[src/rtl/bubsys_sdram_arbiter.sv]
// SDRAM access arbiter: ROM download writes take priority over two
// round-robin read ports; one access in flight at a time.
module bubsys_sdram_arbiter #(
   parameter int unsigned AW = 22
) (
   input  logic          i_EMU_MCLK,
   input  logic          i_EMU_RST_n,
   // ROM download
   input  logic          i_DL_EN,
   input  logic          i_DL_WR,
   input  logic [AW:0]   i_DL_ADDR,
   input  logic [7:0]    i_DL_DATA,
   output logic          o_DL_WAIT,
   // read port A (main CPU)
   input  logic          i_RDA_REQ,
   input  logic [AW-1:0] i_RDA_ADDR,
   output logic [15:0]   o_RDA_DATA,
   output logic          o_RDA_ACK,
   // read port B (video/sound)
   input  logic          i_RDB_REQ,
   input  logic [AW-1:0] i_RDB_ADDR,
   output logic [15:0]   o_RDB_DATA,
   output logic          o_RDB_ACK,
   // memory controller
   output logic          o_MEM_REQ,
   output logic          o_MEM_WE,
   output logic [AW-1:0] o_MEM_ADDR,
   output logic [15:0]   o_MEM_DIN,
   input  logic [15:0]   i_MEM_DOUT,
   input  logic          i_MEM_ACK
);

   typedef enum logic [2:0] {StIdle, StDlWrite, StRdA, StRdB, StFlush} state_e;

   state_e        state_q, state_d;

   logic          dl_en_q;
   logic          lo_held_q;
   logic          word_pend_q;
   logic          flush_pend_q;
   logic          dl_wait_q;
   logic          rr_b_q;        // 1: B wins the next A/B tie
   logic [7:0]    lo_byte_q;
   logic [7:0]    hi_byte_q;
   logic [AW-1:0] lo_addr_q;
   logic [AW-1:0] word_addr_q;
   logic          mem_req_q;
   logic          mem_we_q;
   logic [AW-1:0] mem_addr_q;
   logic [15:0]   mem_din_q;
   logic [15:0]   rda_data_q;
   logic [15:0]   rdb_data_q;
   logic          rda_ack_q;
   logic          rdb_ack_q;

   logic          dl_strobe;
   logic          mem_ack;
   logic          req_a;
   logic          req_b;
   logic          read_ok;
   logic          grant_dl;
   logic          grant_flush;
   logic          grant_a;
   logic          grant_b;

   // Strobes during a stall are dropped, not queued.
   assign dl_strobe = i_DL_EN & i_DL_WR & ~dl_wait_q;
   assign mem_ack   = i_MEM_ACK & mem_req_q;
   // A request still high in its own ACK cycle belongs to the finished access.
   assign req_a     = i_RDA_REQ & ~rda_ack_q;
   assign req_b     = i_RDB_REQ & ~rdb_ack_q;
   // dl_en_q covers the cycle where a tail flush is about to be flagged.
   assign read_ok   = ~i_DL_EN & ~dl_en_q & ~word_pend_q & ~flush_pend_q;

   assign o_DL_WAIT  = dl_wait_q;
   assign o_RDA_DATA = rda_data_q;
   assign o_RDA_ACK  = rda_ack_q;
   assign o_RDB_DATA = rdb_data_q;
   assign o_RDB_ACK  = rdb_ack_q;
   assign o_MEM_REQ  = mem_req_q;
   assign o_MEM_WE   = mem_we_q;
   assign o_MEM_ADDR = mem_addr_q;
   assign o_MEM_DIN  = mem_din_q;

   // State register.
   always_ff @(posedge i_EMU_MCLK or negedge i_EMU_RST_n) begin
      if (!i_EMU_RST_n) begin
         state_q <= StIdle;
      end else begin
         state_q <= state_d;
      end
   end

   // Grant selection in idle; every access state returns to idle on its ACK.
   always_comb begin
      state_d     = state_q;
      grant_dl    = 1'b0;
      grant_flush = 1'b0;
      grant_a     = 1'b0;
      grant_b     = 1'b0;
      unique case (state_q)
         StIdle: begin
            if (word_pend_q) begin
               grant_dl = 1'b1;
               state_d  = StDlWrite;
            end else if (flush_pend_q) begin
               grant_flush = 1'b1;
               state_d     = StFlush;
            end else if (read_ok && req_a && (!req_b || !rr_b_q)) begin
               grant_a = 1'b1;
               state_d = StRdA;
            end else if (read_ok && req_b) begin
               grant_b = 1'b1;
               state_d = StRdB;
            end
         end
         StDlWrite, StRdA, StRdB, StFlush: begin
            if (mem_ack) state_d = StIdle;
         end
         default: state_d = StIdle;
      endcase
   end

   // Download byte packing, memory request registers and read returns.
   always_ff @(posedge i_EMU_MCLK or negedge i_EMU_RST_n) begin
      if (!i_EMU_RST_n) begin
         dl_en_q      <= 1'b0;
         lo_held_q    <= 1'b0;
         word_pend_q  <= 1'b0;
         flush_pend_q <= 1'b0;
         dl_wait_q    <= 1'b0;
         rr_b_q       <= 1'b0;
         lo_byte_q    <= '0;
         hi_byte_q    <= '0;
         lo_addr_q    <= '0;
         word_addr_q  <= '0;
         mem_req_q    <= 1'b0;
         mem_we_q     <= 1'b0;
         mem_addr_q   <= '0;
         mem_din_q    <= '0;
         rda_data_q   <= '0;
         rdb_data_q   <= '0;
         rda_ack_q    <= 1'b0;
         rdb_ack_q    <= 1'b0;
      end else begin
         dl_en_q   <= i_DL_EN;
         rda_ack_q <= 1'b0;
         rdb_ack_q <= 1'b0;

         if (dl_strobe && !i_DL_ADDR[0]) begin
            lo_byte_q <= i_DL_DATA;
            lo_addr_q <= i_DL_ADDR[AW:1];
            lo_held_q <= 1'b1;
         end
         if (dl_strobe && i_DL_ADDR[0]) begin
            hi_byte_q   <= i_DL_DATA;
            word_addr_q <= i_DL_ADDR[AW:1];
            word_pend_q <= 1'b1;
            lo_held_q   <= 1'b0;
            dl_wait_q   <= 1'b1;
         end
         // Download ended with an unpaired even byte: write it zero-extended.
         if (dl_en_q && !i_DL_EN && lo_held_q) begin
            flush_pend_q <= 1'b1;
            lo_held_q    <= 1'b0;
         end

         if (grant_dl) begin
            mem_req_q  <= 1'b1;
            mem_we_q   <= 1'b1;
            mem_addr_q <= word_addr_q;
            mem_din_q  <= {hi_byte_q, lo_byte_q};
         end
         if (grant_flush) begin
            mem_req_q  <= 1'b1;
            mem_we_q   <= 1'b1;
            mem_addr_q <= lo_addr_q;
            mem_din_q  <= {8'h00, lo_byte_q};
         end
         if (grant_a) begin
            mem_req_q  <= 1'b1;
            mem_we_q   <= 1'b0;
            mem_addr_q <= i_RDA_ADDR;
            rr_b_q     <= 1'b1;
         end
         if (grant_b) begin
            mem_req_q  <= 1'b1;
            mem_we_q   <= 1'b0;
            mem_addr_q <= i_RDB_ADDR;
            rr_b_q     <= 1'b0;
         end

         if (mem_ack) begin
            mem_req_q <= 1'b0;
            mem_we_q  <= 1'b0;
            case (state_q)
               StDlWrite: begin
                  word_pend_q <= 1'b0;
                  dl_wait_q   <= 1'b0;
               end
               StFlush: flush_pend_q <= 1'b0;
               StRdA: begin
                  rda_data_q <= i_MEM_DOUT;
                  rda_ack_q  <= 1'b1;
               end
               StRdB: begin
                  rdb_data_q <= i_MEM_DOUT;
                  rdb_ack_q  <= 1'b1;
               end
               default: ;
            endcase
         end
      end
   end

endmodule

[config.mk]
export PLATFORM = sky130hd
export DESIGN_NAME = bubsys_sdram_arbiter
export DESIGN_NICKNAME = d
export VERILOG_FILES = /design/src/rtl/bubsys_sdram_arbiter.sv
export SDC_FILE = /design/constraint.sdc
export NUM_CORES = 1
export LEC_CHECK = 0
export CORE_UTILIZATION = 45
export CTS_CLUSTER_DIAMETER = 120
export CTS_CLUSTER_SIZE = 8
export DETAILED_ROUTE_END_ITERATION = 8
export GPL_TIMING_DRIVEN = 0
export PLACE_DENSITY = 0.87
export SETUP_SLACK_MARGIN = 0.4
export SKIP_CTS_REPAIR_TIMING = 1
export SLEW_MARGIN = 25
export SYNTH_ARGS = -nofsm -noshare
export SYNTH_HDL_FRONTEND = slang
export SYNTH_SLANG_ARGS = --single-unit
[constraint.sdc]
create_clock -name i_EMU_MCLK -period 2.2 [get_ports i_EMU_MCLK]
set_input_delay 0.33 -clock i_EMU_MCLK [delete_from_list [all_inputs] [get_ports i_EMU_MCLK]]
set_output_delay 0.33 -clock i_EMU_MCLK [all_outputs]
set_load 0.01 [all_outputs]
==> qor.txt, run 1 <==
Die area = 14200 um^2
Avg WL per Cell = 18.7 um
Placement Cell Area = 8150 um^2
Cell variety after synth = 44
Synthesized instance count = 501
Detailed-route vias per instance = 5.41
WP data arrival = 2.14 ns
Reg2Reg Depth = 7
YS warnings = 0
Maximum buffer depth of the clock tree = 2
Worst-path maximum fanout = 7
Width of the die = 119 um
Area Overhead vs Synth = 44.9%
PwrDens = 1390 nW/um^2
Largest net degree at the start of global routing = 97
Seq cells post-synth = 143
Final Power = 0.0124 W
Commonest non-fill, non-tap cell in the layout = clkdlybuf4s50_1
Detailed Route Iter0 Violations = 234
Final #Nets = 807
EDFF count, synth = 0
First-pass DRT Iterations = 4
# IOs = 173
Initial core utilization = 46.4%
Tightest Hold Check Type = input pin to flip-flop
Drt total wl = 16800 um
Drt drc = 0
Slew @ Worst Pin = 0.634 ns
Max-slew violations = 0
Routability cong. = 0.778
Clock Sinks = 143
Die span in y = 119 um
Setup Skew = 0.00625 ns
Final worst path period share = 83.4%
Status = complete, no violations
Synth Flop Type = dfrtp_1
Clock tree from TritonCTS = built
Post-layout util = 67.3%
Post-synthesis sequential area ratio = 58.0%
Hold depth = 1
Critical Path Max Stage Delay = 0.43 ns
Maximum clock frequency = 0.545 GHz
GRT met1 Usage = 29.7%
Root buffer cell = clkbuf_16
WS Path Type = flip-flop to flip-flop
Max-slew headroom = 57.7%
Highest-count cells in the layout ignoring fill and taps = clkdlybuf4s50_1, dfrtp_1, mux2_2
Worst skew pair latency = 0.42 ns
Grt ovf = 0
Max rail drop VDD = 0.763 mV
Cts bufs inserted = 17
Syn_area_per_cell = 12.3 um^2
Mapped Area = 6170 um^2
Rows = 42
Final-report hold violation count = 0
Async SR Flop Fraction = 100%
Crit start category = flip-flop
WP data required = 2.50 ns
Critical Path, Cell by Cell = nor4_4 -> buf_4 -> nand2_4 -> nor2_4 -> buf_2 -> o22a_1 -> o2bb2ai_1
Crit path time final = 1.83 ns
Global-route wire length before repair = 26400 um
Fill count = 972
Via count = 4859
Antenna viol nets, final = 0
Proportion of layout cells with a drive suffix above 1 = 26.0%
Met3 Use GR = 8.91%
Core Area = 13300 um^2
Overall Global Routing Usage = 24.4%
Register area = 3580 um^2
Clock slew at reported path FFs = 0.06 ns
Slowest CP cell = dfrtp_2
Initial antenna violation count = 0
Multi-input gate area = 2510 um^2
H-tree depth = 4
Buffers on Ports = 172
Final setup violating endpoints = 0
Inserted Diodes = 0
Vias in the first global route = 5119
CP Capture Type = flip-flop
Syn Nets = 599
Most Crowded Layer GR = met2
Grt met2 use = 40.3%
Max-Cap Viols = 0
Cell area after layout = 8950 um^2
RSZ-0062 raised after global routing = yes
DP Wirelength = 11600 um
Cell leakage power = 3.96 nW
==> power breakdown <==
group	total (W)	switching [W]	internal, W
registers	0.00459	0.000745	0.00385
clock network	0.00277	0.00105	0.00172
logic	0.00506	0.00215	0.00291
==> final timing paths <==
| path | start | end | slack [ns] |
|---|---|---|---|
| min in group asynchronous | i_EMU_RST_n | o_RDA_DATA[15] | 0.40 |
| worst max-delay path | dl_en_q | o_MEM_ADDR[19] | 0.37 |
| max in group asynchronous | i_EMU_RST_n | word_pend_q | 0.99 |
| worst min-delay path | i_DL_EN | dl_en_q | 0.22 |
| worst max register to register | dl_en_q | o_MEM_ADDR[19] | 0.37 |
| worst min register to register | o_RDB_DATA[3] | o_RDB_DATA[3] | 0.48 |
==> cell usage after synthesis (2+ instances only) <==
library cell / n / area share [%]
buf_2: 7 / 0.57
o21ai_1: 20 / 1.6
clkbuf_1: 11 / 0.67
o21ai_0: 16 / 1.3
nor2_1: 28 / 1.7
a21o_1: 2 / 0.24
nand2b_1: 4 / 0.41
inv_1: 4 / 0.24
mux2_2: 87 / 16
o21ai_2: 2 / 0.28
o22a_1: 11 / 1.6
buf_4: 7 / 0.85
nor2b_1: 4 / 0.41
a22o_1: 8 / 1.1
mux2i_1: 12 / 1.9
o2bb2ai_1: 11 / 1.6
nand2_1: 65 / 4.0
a21oi_1: 14 / 1.1
dfrtp_1: 143 / 58
mux2_4: 8 / 1.9
nand3_1: 2 / 0.16
a31oi_1: 13 / 1.3
==> metrics by stage <==
stage	setup WS, ns	hold WS (ns)	std cells	setup TNS [ns]
2_1_floorplan	0.538	0.0344	501	0
6_report	0.366	0.223	898	0
5_1_grt	0.278	0.228	898	0
4_1_cts	0.179	-0.193	882	0
3_3_place_gp	-4.51	0.461	849	-647.05
3_5_place_dp	-0.190	0.253	850	-5.64
==> logic make-up after synthesis <==
| family | synth area share [%] |
|---|---|
| flip-flops | 58.0 |
| AND/OR/NAND/NOR | 8.96 |
| multiplexers | 19.8 |
| AO/OA/AOI/OAI | 10.7 |
| buffers and inverters | 2.63 |
==> flip-flops by register name, indices dropped and copies added, names as in the netlist, 3 cells and up <==
| name | flops |
|---|---|
| lo_addr_q | 22 |
| o_MEM_ADDR | 22 |
| word_addr_q | 22 |
| o_MEM_DIN | 16 |
| o_RDA_DATA | 16 |
| o_RDB_DATA | 16 |
| hi_byte_q | 8 |
| lo_byte_q | 8 |
| state_q | 3 |
==> worst max-delay path: cells and delay by family, from the launching register on <==
family / cells / cell delay, ns
AOI/OAI and AO/OA: 2 / 0.24
DFF: 1 / 0.43
buffers and inverters: 2 / 0.40
and+or+nand+nor: 3 / 0.65
==> cell type report <==
class / count / share of cell area [%]
Inverter: 5 / 0.210
Timing Repair Buffer: 189 / 21.0
Sequential cell: 143 / 40.1
Tap cell: 176 / 2.46
Multi-Input combinational cell: 326 / 28.0
Clock inverter: 7 / 0.951
Clock buffer: 25 / 5.31
Buffer: 27 / 2.01
==> layer usage <==
metal	routed length, um	vias up
met1	6840	2457
met4	294	0
met2	8420	179
met3	1260	27
li1	-	2196
met5	0	-
Note: power is estimated with default switching activity, not from simulation.
==> run 2, diff against run 1 <==
==> constraint.sdc (replaced) <==
create_clock -name i_EMU_MCLK -period 1.8 [get_ports i_EMU_MCLK]
set_input_delay 0.27 -clock i_EMU_MCLK [delete_from_list [all_inputs] [get_ports i_EMU_MCLK]]
set_output_delay 0.27 -clock i_EMU_MCLK [all_outputs]
set_load 0.01 [all_outputs]
==> run 2 against run 1 <==
  * Register-to-register slack worse by 0.33 ns
  * Count of clock-buffer cells in the layout fell by 4
  * Cell area is 7.9% higher
  * Flip-flop and latch count unchanged
  * Global-route usage rose by 0.084 points
  * Utilization up 5.3 points
  * Sequential share of layout area decreased by 2.9 points
  * First-iteration DRC count up 20%
  * Fmax rose by 3.8%
  * Total power up 28%
  * Critical endpoint is now o_MEM_ADDR[5]
==> qor.txt, run 2 (same netlist as run 1, synthesis figures left out) <==
Antenna viol nets, final = 0 (unchanged)
WP data arrival = 2.05 ns (-0.09 ns)
CP Capture Type = flip-flop
Hold Slack = 0.228 ns (+0.00467 ns)
Grt met2 use = 40.7% (+0.44 points)
Worst reg2reg path endpoint = o_MEM_ADDR[5]
Root buffer cell = clkbuf_16
Core Area = 13300 um^2 (unchanged)
Cell leakage power = 5.25 nW (+33%)
Worst path top cell family by delay = simple AND/OR/NAND/NOR gates
CP Buf/Inv Count = 1 (-1)
WP data required = 2.09 ns (-0.41 ns)
Largest net degree at the start of global routing = 98 (+1.0%)
Grt ovf = 0 (unchanged)
Most Crowded Layer GR = met2
Critical Path, Cell by Cell = or4_4 -> nor2_4 -> buf_6 -> o21ai_1 -> o21ai_1 -> a31oi_1
Area Overhead vs Synth = 56.4%
Max-Cap Viols = 0 (unchanged)
Buffers on Ports = 172 (unchanged)
Critical hold path startpoint = i_DL_EN
Final-report hold violation count = 0 (unchanged)
Proportion of layout cells with a drive suffix above 1 = 29.8% (+3.8 points)
# IOs = 173 (unchanged)
Max rail drop VDD = 0.897 mV (+18%)
Clock tree from TritonCTS = built
Vias in the first global route = 5252 (+2.6%)
Die area = 14200 um^2 (unchanged)
Avg WL per Cell = 19.7 um (+4.9%)
Hold EP = dl_en_q
Critical Path Max Stage Delay = 0.57 ns (+0.14 ns)
Status = complete, no violations
H-tree depth = 4 (unchanged)
Reg2Reg Depth = 6 (-1)
Pre-CTS setup slack = -0.375 ns (-0.185 ns)
Hold depth = 1 (unchanged)
Crit path time final = 1.77 ns (-0.0670 ns)
Final #Nets = 826 (+2.4%)
GRT met1 Usage = 29.6% (-0.032 points)
RSZ-0062 raised after global routing = yes
Commonest non-fill, non-tap cell in the layout = dfrtp_1
Die span in y = 119 um (unchanged)
Overall Global Routing Usage = 24.5% (+0.084 points)
Max-slew violations = 0 (unchanged)
CP dominant cell by count = o21ai_1
Max-slew headroom = 65.4% (+7.6 points)
Detailed-route vias per instance = 5.40 (-0.16%)
Met3 Use GR = 8.52% (-0.38 points)
Drt drc = 0 (unchanged)
PwrDens = 1650 nW/um^2 (+19%)
R2R Path Start = flush_pend_q
Final worst path period share = 98.2% (+15 points)
WS Path Type = flip-flop to flip-flop
Global-route wire length before repair = 26700 um (+1.3%)
Rows = 42 (unchanged)
Worst-path maximum fanout = 5 (-2)
Final WS setup = 0.0326 ns (-0.333 ns)
R2R Setup Slk = 0.03 ns (-0.33 ns)
Cts bufs inserted = 17 (unchanged)
Initial antenna violation count = 0 (unchanged)
Critical Path Stages = 6 (-1)
Width of the die = 119 um (unchanged)
Routability cong. = 0.827 (+6.4%)
Worst skew pair latency = 0.41 ns (about the same)
Slew @ Worst Pin = 0.519 ns (-0.114 ns)
Clock Sinks = 143 (unchanged)
Inserted Diodes = 0 (unchanged)
Maximum buffer depth of the clock tree = 2 (unchanged)
First-pass DRT Iterations = 4 (unchanged)
Highest-count cells in the layout ignoring fill and taps = dfrtp_1, clkdlybuf4s50_1, dlymetal6s2s_1
Clock slew at reported path FFs = 0.06 ns (about the same)
Via count = 4954 (+2.0%)
Maximum clock frequency = 0.566 GHz (+3.8%)
Initial core utilization = 46.4% (unchanged)
Detailed Route Iter0 Violations = 281 (+20%)
Crit start category = flip-flop
Setup Skew = 0.00751 ns (+0.00126 ns)
Drt total wl = 18000 um (+7.2%)
DP Wirelength = 11600 um (about the same)
Final setup violating endpoints = 0 (unchanged)
Slowest CP cell = or4_4
Fill count = 886 (-8.8%)
Tightest Hold Check Type = input pin to flip-flop
run 2: worst max-delay path by stage:
stage                 start             end  slack (ns)
2_1_floorplan    state_q[2]  o_MEM_ADDR[12]        0.16
3_3_place_gp    i_EMU_RST_n     word_pend_q       -5.36
3_5_place_dp        i_DL_EN  o_MEM_ADDR[15]       -0.38
4_1_cts          state_q[0]  o_MEM_ADDR[15]       -0.07
5_1_grt        flush_pend_q   o_MEM_ADDR[5]       -0.02
6_report       flush_pend_q   o_MEM_ADDR[5]        0.03
run 2: power breakdown:
group,leakage (nW),internal [W],switching (W),total [W]
clock network,0.313,0.00242,0.00133,0.00375
registers,1.77,0.00470,0.000873,0.00558
logic,3.17,0.00378,0.00279,0.00656
total,5.25,0.0109,0.00499,0.0159
run 2: per-stage QoR:
step / power (W) / setup TNS [ns] / util [%] / instance area [um^2] / cells
after CTS: 0.0153 / -0.715 / 66.6 / 8850 / 882
after global placement: 0.0112 / -712.79 / 61.6 / 8180 / 849
final: 0.0159 / 0 / 72.6 / 9660 / 917
after floorplan: 0.00890 / 0 / - / 6240 / 501
after global routing: 0.0167 / -0.0612 / 72.6 / 9660 / 917
after detailed placement: 0.0115 / -21.47 / 61.8 / 8220 / 850
run 2: final cells by class:
cell class | count | area [um^2] | area share [%]
Clock inverter | 11 | 161 | 1.67
Clock buffer | 21 | 470 | 4.87
Timing Repair Buffer | 208 | 2300 | 23.8
Inverter | 5 | 20.0 | 0.207
Sequential cell | 143 | 3580 | 37.1
Buffer | 27 | 274 | 2.84
Tap cell | 176 | 220 | 2.28
Multi-Input combinational cell | 326 | 2630 | 27.2
run 2: per-layer routing:
layer / vias to the layer above / share of wire, %
li1: 2230 / -
met3: 25 / 7.1
met5: - / 0
met4: 0 / 1.6
met2: 182 / 50
met1: 2517 / 41
==> run 3, diff against run 2 <==
==> constraint.sdc (replaced) <==
create_clock -name i_EMU_MCLK -period 1.8 [get_ports i_EMU_MCLK]
set_input_delay 0.27 -clock i_EMU_MCLK [delete_from_list [all_inputs] [get_ports i_EMU_MCLK]]
set_output_delay 0.27 -clock i_EMU_MCLK [all_outputs]
set_load 0.05 [all_outputs]
==> run 3 against run 2 <==
  * The run now ends with setup timing left
  * Register-to-register slack got worse by 0.05 ns
  * Utilization is 1.3 points lower
  * Routed wire length rose by 4.0%
  * Global-route usage is 0.13 points higher
  * Flip-flop and latch count unchanged
  * Die area stayed put
  * Sequential share of layout area increased by 0.74 points
  * Sequential power up 2%
  * Via count increased by 2.8%
  * Count of clock-buffer cells in the layout fell by 3
  * Cell area decreased by 1.8%
==> qor.txt, run 3 (same netlist as run 1, synthesis figures left out) <==
Hold Slack = 0.212 ns (-0.0160 ns)
Clock Sinks = 143 (unchanged)
Detailed-route vias per instance = 5.54 (+2.5%)
PwrDens = 1940 nW/um^2 (+18%)
WS Path Type = flip-flop to flip-flop
Width of the die = 119 um (unchanged)
Worst reg2reg path endpoint = o_MEM_ADDR[0]
Grt ovf = 0 (unchanged)
Area Overhead vs Synth = 53.6%
Clock tree from TritonCTS = built
Failing checks = setup timing
Root buffer cell = clkbuf_16
Initial core utilization = 46.4% (unchanged)
Crit path time final = 1.82 ns (+0.0506 ns)
Routability cong. = 0.885 (+6.9%)
Drt drc = 0 (unchanged)
Final #Nets = 828 (+0.24%)
First-pass DRT Iterations = 4 (unchanged)
Internal = 0.0109 W (about the same)
Via count = 5091 (+2.8%)
Max-slew violations = 0 (unchanged)
Final-report hold violation count = 0 (unchanged)
Vias in the first global route = 5041 (-4.0%)
Crit start category = flip-flop
Setup Skew = 0.00881 ns (+0.00130 ns)
Worst-path maximum fanout = 6 (+1)
R2R Path Start = flush_pend_q
Cts bufs inserted = 17 (unchanged)
Buffers on Ports = 172 (unchanged)
Inserted Diodes = 0 (unchanged)
Switch Pwr = 0.00753 W (+51%)
DP Wirelength = 11700 um (+0.88%)
CP Capture Type = flip-flop
Crit path launch = flush_pend_q
Final WS setup = -0.0180 ns (-0.0506 ns)
# IOs = 173 (unchanged)
Slew @ Worst Pin = 0.524 ns (+0.00502 ns)
Clock slew at reported path FFs = 0.06 ns (about the same)
WP data required = 2.14 ns (+0.05 ns)
Die span in y = 119 um (unchanged)
Overall Global Routing Usage = 24.7% (+0.13 points)
Max-Cap Viols = 0 (unchanged)
Antenna viol nets, final = 0 (unchanged)
Commonest non-fill, non-tap cell in the layout = dfrtp_1
Post-layout util = 71.3% (-1.3 points)
Final setup violating endpoints = 1 (+1)
Fill count = 890 (+0.45%)
Tightest Hold Check Type = input pin to flip-flop
Avg WL per Cell = 20.4 um (+3.8%)
Status = finished, violations left
Multi-input gate area = 2850 um^2 (+8.3%)
Highest-count cells in the layout ignoring fill and taps = dfrtp_1, clkdlybuf4s50_1, clkbuf_2
Sequential power share = 30.9% (-4.2 points)
CP Capture Point = o_MEM_ADDR[0]
Final worst path period share = 101% (+2.8 points)
RSZ-0062 raised after global routing = yes
Max-slew headroom = 65.0% (-0.34 points)
R2R Setup Slk = -0.02 ns (-0.05 ns)
Global-route wire length before repair = 26500 um (-0.62%)
Core Area = 13300 um^2 (unchanged)
Initial antenna violation count = 0 (unchanged)
Drt total wl = 18800 um (+4.0%)
Maximum clock frequency = 0.550 GHz (-2.8%)
Largest net degree at the start of global routing = 98 (unchanged)
Maximum buffer depth of the clock tree = 2 (unchanged)
WP data arrival = 2.16 ns (+0.11 ns)
Critical hold path startpoint = i_DL_EN
Proportion of layout cells with a drive suffix above 1 = 43.6% (+14 points)
Cell leakage power = 4.40 nW (-16%)
Register area = 3590 um^2 (+0.14%)
Die area = 14200 um^2 (unchanged)
Detailed Route Iter0 Violations = 298 (+6.0%)
Max rail drop VDD = 1.23 mV (+37%)
Sw Share = 40.8% (+9.5 points)
Worst skew pair latency = 0.42 ns (about the same)
Comb pwr share = 48.3% (+7.0 points)
H-tree depth = 4 (unchanged)
Reg2Reg Depth = 8 (+2)
Clock Power Share = 20.9% (-2.7 points)
Rows = 42 (unchanged)
-- run 3: cell types whose count changed in the layout (fill, tap and decap cells not counted), moves of 5 or more --
cell	change
o2bb2ai_2	+6
mux2_2	-23
o21ai_1	-12
o2bb2ai_1	-6
dlymetal6s2s_1	-75
buf_12	+5
buf_4	-12
buf_6	+9
mux2_4	+23
o21ai_2	+8
clkbuf_2	+68
-- run 3: routing by layer --
metal / wire length, um / part of all wire, % / GRT usage (%) / vias to the layer above
met1: 7450 / 40 / 30.1 / 2591
met2: 9400 / 50 / 40.3 / 223
met3: 1380 / 7.4 / 8.29 / 40
li1: - / - / - / 2237
met4: 524 / 2.8 / 9.34 / 0
met5: 0 / 0 / 0 / -
-- run 3: per-stage QoR --
stage	instance area (um^2)	setup slack, ns	std cells	power [W]	TNS (ns)
detailed placement	8400	-0.426	850	0.0139	-16.20
global placement	8360	-5.46	849	0.0136	-722.38
finish	9480	-0.0180	919	0.0184	-0.0180
global route	9480	-0.0835	919	0.0192	-0.776
floorplan	6420	0.155	501	0.0112	0
CTS	9040	-0.151	882	0.0178	-6.60
-- run 3: worst min path at each step --
stage | endpoint | depth (start not counted) | slack (ns)
after CTS | o_RDA_DATA[4] | 1 | -0.25
after global routing | dl_en_q | 1 | 0.21
after floorplan | dl_en_q | 0 | -0.03
after detailed placement | o_RDB_DATA[3] | 1 | 0.19
after global placement | o_RDB_DATA[10] | 2 | 0.46
final | dl_en_q | 1 | 0.21
-- run 3: cell type report --
type / count / area share, %
buffer: 27 / 3.32
inverter: 5 / 0.224
clock buffer: 18 / 4.53
tap: 176 / 2.32
sequential: 143 / 37.9
timing repair buffer: 210 / 19.5
multi-input combinational: 326 / 30.0
clock inverter: 14 / 2.26
-- run 3: worst max-delay path, cell delays in order (launching register included) --
cell and delay, ns:
dfrtp_2 0.46, nor4_4 0.30, buf_4 0.19, o21ai_4 0.07
a21oi_4 0.18, buf_12 0.15, buf_6 0.11, o21ai_1 0.07
o2bb2ai_1 0.19
-- run 3: power by group through the flow --
stage	clock network [W]	registers, W	logic, W
floorplan	0	0.00788	0.00334
global placement	0	0.00554	0.00804
detailed placement	0	0.00565	0.00826
CTS	0.00388	0.00563	0.00831
global route	0.00403	0.00585	0.00935
finish	0.00385	0.00569	0.00891
